<file path="src/rtl/context_save_stack.sv">
// LIFO context-save stack for nested interrupt entry/return.
// All state updates on the falling edge of clk; status outputs are combinational.
module context_save_stack #(
  parameter int WIDTH = 1,
  parameter int DEPTH = 4,
  parameter int CW    = $clog2(DEPTH + 1)
) (
  input  logic             clk,
  input  logic             reset,
  input  logic             push,
  input  logic [WIDTH-1:0] push_data,
  input  logic             pop,
  input  logic             clear_err,
  output logic [WIDTH-1:0] top_data,
  output logic [CW-1:0]    count,
  output logic             empty,
  output logic             full,
  output logic             overflow,
  output logic             underflow
);

  localparam int            IW      = $clog2(DEPTH);
  localparam logic [CW-1:0] DEPTH_C = CW'(DEPTH);

  logic [WIDTH-1:0] mem [DEPTH];
  logic [CW-1:0]    cnt;
  logic             ovf;
  logic             unf;

  logic             is_empty;
  logic             is_full;
  logic [IW-1:0]    top_idx;
  logic             wr_en;
  logic [IW-1:0]    wr_addr;
  logic [CW-1:0]    cnt_next;
  logic             ovf_evt;
  logic             unf_evt;

  // Status decode and top-of-stack index from the registered count.
  always_comb begin
    is_empty = (cnt == '0);
    is_full  = (cnt == DEPTH_C);
    top_idx  = IW'(cnt - CW'(1));
  end

  // Next-state decision for one push/pop request.
  // Push+pop on a non-empty stack overwrites the top in place; on an empty
  // stack it degenerates to a plain push.
  always_comb begin
    wr_en    = 1'b0;
    wr_addr  = IW'(cnt);
    cnt_next = cnt;
    ovf_evt  = 1'b0;
    unf_evt  = 1'b0;
    if (push && pop && !is_empty) begin
      wr_en   = 1'b1;
      wr_addr = top_idx;
    end else if (push) begin
      if (!is_full) begin
        wr_en    = 1'b1;
        cnt_next = cnt + CW'(1);
      end else begin
        ovf_evt = 1'b1;
      end
    end else if (pop) begin
      if (!is_empty) begin
        cnt_next = cnt - CW'(1);
      end else begin
        unf_evt = 1'b1;
      end
    end
  end

  // Storage array: cleared on reset, written on accepted push or top replace.
  always_ff @(negedge clk) begin
    if (reset) begin
      for (int unsigned i = 0; i < DEPTH; i++) begin
        mem[i] <= '0;
      end
    end else if (wr_en) begin
      mem[wr_addr] <= push_data;
    end
  end

  // Count and sticky error flags; a new error beats a simultaneous clear.
  always_ff @(negedge clk) begin
    if (reset) begin
      cnt <= '0;
      ovf <= 1'b0;
      unf <= 1'b0;
    end else begin
      cnt <= cnt_next;
      ovf <= ovf_evt | (ovf & ~clear_err);
      unf <= unf_evt | (unf & ~clear_err);
    end
  end

  // Output drive; an empty stack presents zero rather than stale storage.
  always_comb begin
    top_data  = is_empty ? '0 : mem[top_idx];
    count     = cnt;
    empty     = is_empty;
    full      = is_full;
    overflow  = ovf;
    underflow = unf;
  end

endmodule

</file>
<file path="config.mk">
export PLATFORM = sky130hd
export DESIGN_NAME = context_save_stack
export DESIGN_NICKNAME = d
export VERILOG_FILES = /design/src/rtl/context_save_stack.sv
export SDC_FILE = /design/constraint.sdc
export NUM_CORES = 1
export LEC_CHECK = 0
export CELL_PAD_IN_SITES_DETAIL_PLACEMENT = 1
export CELL_PAD_IN_SITES_GLOBAL_PLACEMENT = 1
export CORE_ASPECT_RATIO = 0.8
export CORE_MARGIN = 10
export CORE_UTILIZATION = 39
export DETAILED_ROUTE_END_ITERATION = 16
export GPL_ROUTABILITY_DRIVEN = 0
export PLACE_DENSITY = 0.89
export SETUP_SLACK_MARGIN = 0.02
export SLEW_MARGIN = 20
export SYNTH_ARGS = -nofsm -noshare
export SYNTH_HDL_FRONTEND = slang
export SYNTH_SLANG_ARGS = --single-unit
</file>
<file path="constraint.sdc">
create_clock -name clk -period 5.8 [get_ports clk]
set_input_delay 1.16 -clock clk [delete_from_list [all_inputs] [get_ports clk]]
set_output_delay 1.16 -clock clk [all_outputs]
set_load 0.01 [all_outputs]
</file>
# After elaboration in Yosys (flattened, before gate mapping)
# Memory sizes are Yosys's and may differ from the RTL's.
# Cells that the tools add are included.
dict set report classes {
  n_mux 24
  reduce_logical 7
  div 0
  n_lt_le_gt_ge 0
  addsub 2
  n_bitwise 6
  n_eq_ne 3
  n_shift 0
  mul 0
}
# cell n
set op_table {}
lappend op_table {{2-to-1 mux 1 bit} 18}
lappend op_table {{2-to-1 mux 3 bit} 4}
lappend op_table {{2-to-1 mux 2 bit} 2}
lappend op_table {{inequality test 2 bit, second input constant} 2}
lappend op_table {{AND reduction 4 bit} 1}
lappend op_table {{adder 3 x 1 -> 3 bit, second input constant} 1}
lappend op_table {{equality test 3 bit, second input constant} 1}
lappend op_table {{zero test 3 bit} 1}
lappend op_table {{subtractor 3 x 1 -> 3 bit, second input constant} 1}
lappend op_table {{bitwise AND 1 bit} 2}
lappend op_table {{logical AND 1 bit} 2}
lappend op_table {{inverter 1 bit} 2}
lappend op_table {{bitwise OR 1 bit} 2}
lappend op_table {{nonzero test 2 bit} 1}
lappend op_table {{zero test 1 bit} 1}
lappend op_table {{OR reduction 1 bit} 1}
dict set report totals {
  input_bits 6
  rom_bits 0
  latch_bits 0
  word_cells 46
  register_bits 5
  ramBits 4
  memories 1
}
# memory words word_bits rd rd_clocked_by_memory_dff wr line
set memory_table {}
lappend memory_table {mem 4 1 1 0 4 25} ;# logic [WIDTH-1:0] mem [DEPTH];

# Longest topological paths before layout
dict set report depth {
  word_depth 9
  ltp_mapped 7
}

==> results list <==
- Critical Path Start Type: register
- Result of the run: finished clean
* Maximum vdd ir drop: between 0.2 and 0.25 mV
- Pin count of the biggest net entering global routing: 11
- The number of nets in the synthesized netlist is 76.
* Number of register bits inferred by synthesis: 9
* Combined area of the multi-input logic cells: 386.6 um^2
- After synthesis, flip-flops and latches occupy 34.31% of the total area.
- TritonCTS created 3 clock buffers.
- Via count normalized by instance count: 5.108
- Fill cells in the final layout number between 150 and 200.
- Walking the worst path, the cells encountered are inv_2 -> ha_4 -> nand2b_2 -> inv_1 -> clkdlybuf4s50_1.
* First-pass iteration count of the detailed router: 4
* GRT Overall Usage: 10.84%
* Final setup vio count: 0
* Width of the die: ~65 um
- Number of nets in the finished design: between 100 and 150
- Slowest stage delay, CP: around 0.54 ns
- 14 I/O pins were placed.
* Clock Power Share: between 15 and 20%
* Count of hold-fix buffers inserted at cts: 0
- # H-tree levels: 1
* Critical Path AT: 4.51 ns
- Sequential share of power: between 20% and 30%
- Max-cap check violation count: 0
* Number of buffers inserted by post-CTS setup repair: 0
- In this run the power spent charging and discharging nets is roughly 180 uW.
- The count of final hold-check violations was 0.
- Post-synthesis area per instance: between 9 and 10 um^2
- Area grow syn2layout: 42.30%
* Final total power: 435.8 uW
* Number of distinct standard cells referenced by the synthesized netlist: 31
- Clock Path Buffers: 2
- CTS tree: yes
- Die area: 3679 um^2
- Floorplan row count: 13
- Clock-pin slew was measured on the worst setup and hold paths at 0.04 ns.
* Combined area of all synthesized cells: ~640 um^2
- Reg2reg path depth: 6
- Together, buffers and inverters on the worst path number 3.
- In the final layout, flip-flops and latches occupy 221.5 um^2.
- 0 antenna diodes ended up in the layout.
- Final cell utilization of the core: between 50% and 60%
- Via count of the first global-routing pass: between 600 and 700
- Root Buffer Master: clkbuf_4
* Antenna Nets Post-Route: 0
- Initial Util: between 40 and 50%
- Initial antenna violation count: 0
- The number of max-slew violations in the final report is 0.
* Worst EP required: 4.64 ns
- Power spread over the standard cell area amounts to 477.1 nW/um^2.
- Headroom to the max-slew limit came out at roughly 78%.
- Worst hold path depth: 2
- Sw Ratio: roughly two fifths
- Half-perimeter wire length after placement: about 1400 um
- Across the routed clock network, the largest skew measured is between 0.02 and 0.025 ns.
* Worst-margin pin slew: roughly 0.33 ns
* Largest delay share family, worst path: buffers and inverters
- Remaining Overflow, GRT: 0
- Summed over all failing endpoints, the final setup total negative slack is 0 ns.
- Dividing the detail-routed wire length by the instance count gives about 15 um.
- Detailed-route DRC error count: 0
- The first routing iteration left 11 violations.
- Drt total wl: approximately 1800 um
* Placeable core region: between 1500 and 2000 um^2
- Type of the worst setup path: reg -> out
- Cell depth of the worst setup path: 5
- The die is about 56 um tall.
* Gate power share: roughly three fifths
- The clock reaches the later pin of the worst-skew pair after approximately 0.33 ns.
* Warnings from Yosys: 0
- The worst hold path belongs to the class reg -> reg.
- The routed layout has slightly above 600 vias.
- For this design, the sink count on the clock tree is 9.
- Wire length of the first global-routing pass: around 3200 um
- Internal power consumption: between 200 and 300 uW
* Syn Inst Count: between 60 and 70
* Library cell contributing the largest single delay on the critical path: clkdlybuf4s50_1
- The worst setup path is captured at an output pin.
- The post-route netlist has 24.49% of its cells at a drive strength greater than 1.
* Crit path max fanout: 7
- Buffers on Ports: 13
- Static leakage: just over 0.0004 uW
- Setup repair after global routing left no endpoint under its margin.
## cells in the mapped netlist
cell,n,area share (%)
inv_1,6,3.5
dfxtp_1,5,16
a21oi_1,4,3.1
edfxtp_1,4,19
xnor2_1,4,5.5
ha_1,3,5.8
mux2i_1,3,4.7
nand2_1,3,1.8
nand2b_1,3,2.9
nand3_1,3,2.3
nor2_1,3,1.8
a21o_1,2,2.3
buf_2,2,1.6
nand3b_1,2,2.3
nor2b_1,2,1.9
nor3_1,2,1.6
o21bai_1,2,2.3
a21boi_0,1,1.2
a221oi_2,1,2.3
and2_2,1,1.2
and3_1,1,0.98
and3_4,1,1.8
and4_1,1,1.4
buf_6,1,1.8
clkbuf_1,1,0.58
mux2_4,1,2.3
mux4_2,1,3.5
nand2b_2,1,1.4
o211ai_1,1,1.2
o22a_1,1,1.4
o32ai_1,1,1.4
## state kept, by name, indices dropped and copies added, names as in the netlist
signal,flops
count,3
underflow,1
overflow,1
mem,4
## kinds of logic (layout without fill, tap and decap cells)
group | Yosys count | after routing | synth area share (%)
AND/OR/NAND/NOR | 23 | 23 | 21.25
AO/OA/AOI/OAI | 13 | 13 | 15.20
buffers and inverters | 10 | 41 | 7.407
flip-flops | 9 | 9 | 34.31
multiplexers | 5 | 5 | 10.53
XOR/XNOR | 4 | 4 | 5.458
adder cells (fa/ha/maj) | 3 | 3 | 5.849
## layer usage
metal,vias up,part of all wire [%],track usage (%)
li1,298,-,-
met5,-,0,0
met2,16,44,16.41
met4,0,0.49,3.049
met3,2,6.6,5.941
met1,297,49,12.77
## final timing paths
check | endpoint | from | slack, ns
hold reg to reg | underflow | underflow | 0.47
setup reg to reg | mem[3] | count[1] | 4.11
setup / recovery | empty | count[0] | 0.13
hold / removal | underflow | underflow | 0.47
## through the flow
stage	cells	cell area [um^2]	hold slack, ns	worst slack, ns
3_3_place_gp	108	849.6	0.4572	0.1045
3_5_place_dp	108	849.6	0.4722	0.07365
5_1_grt	120	913.4	0.5058	0.02298
2_1_floorplan	67	641.9	0.4891	0.2606
6_report	120	913.4	0.4722	0.1308
4_1_cts	120	917.1	0.4804	0.005931
## cells in the final DEF (no fill, tap or decap), types with 2 or more instances in the layout
cell,instances
inv_2,2
o21bai_1,2
edfxtp_1,4
dfxtp_1,4
mux2i_1,3
nor2b_1,2
nand2b_1,3
nor3_1,2
a21oi_1,4
buf_4,10
a21o_1,2
nor2_1,3
clkdlybuf4s50_1,11
nand3b_1,2
ha_1,2
nand2_1,3
clkbuf_4,3
nand3_1,3
inv_1,13
xnor2_1,4
## worst reg2reg max path, cell delays in order, from the launching register on
cell	delay, ns
dfxtp_1	0.33
inv_2	0.06
ha_4	0.18
nand2b_2	0.11
and3_4	0.24
mux2_4	0.33
o21bai_1	0.17
## timing repair
action / CTS / global route
setup endpoints to repair: 3 / 2
resized for setup: 5 / 4
gates cloned: 0 / 0
## final cells by class
cell class | instances | share of cell area (%)
multi-input combinational | 48 | 42.33
sequential | 9 | 24.25
timing repair buffer | 23 | 21.78
clock inverter | 10 | 4.110
tap | 22 | 3.014
clock buffer | 3 | 2.466
inverter | 5 | 2.055
## power groups by stage
| stage | sequential (uW) | combinational [uW] | clock (uW) |
|---|---|---|---|
| floorplan | 99.4 | 144 | 10.5 |
| global placement | 91.2 | 252 | 10.5 |
| detailed placement | 91.9 | 259 | 10.5 |
| CTS | 91.5 | 271 | 76.5 |
| global route | 94.0 | 297 | 86.4 |
| finish | 92.5 | 269 | 74.0 |
(Power assumes the default switching activity.)
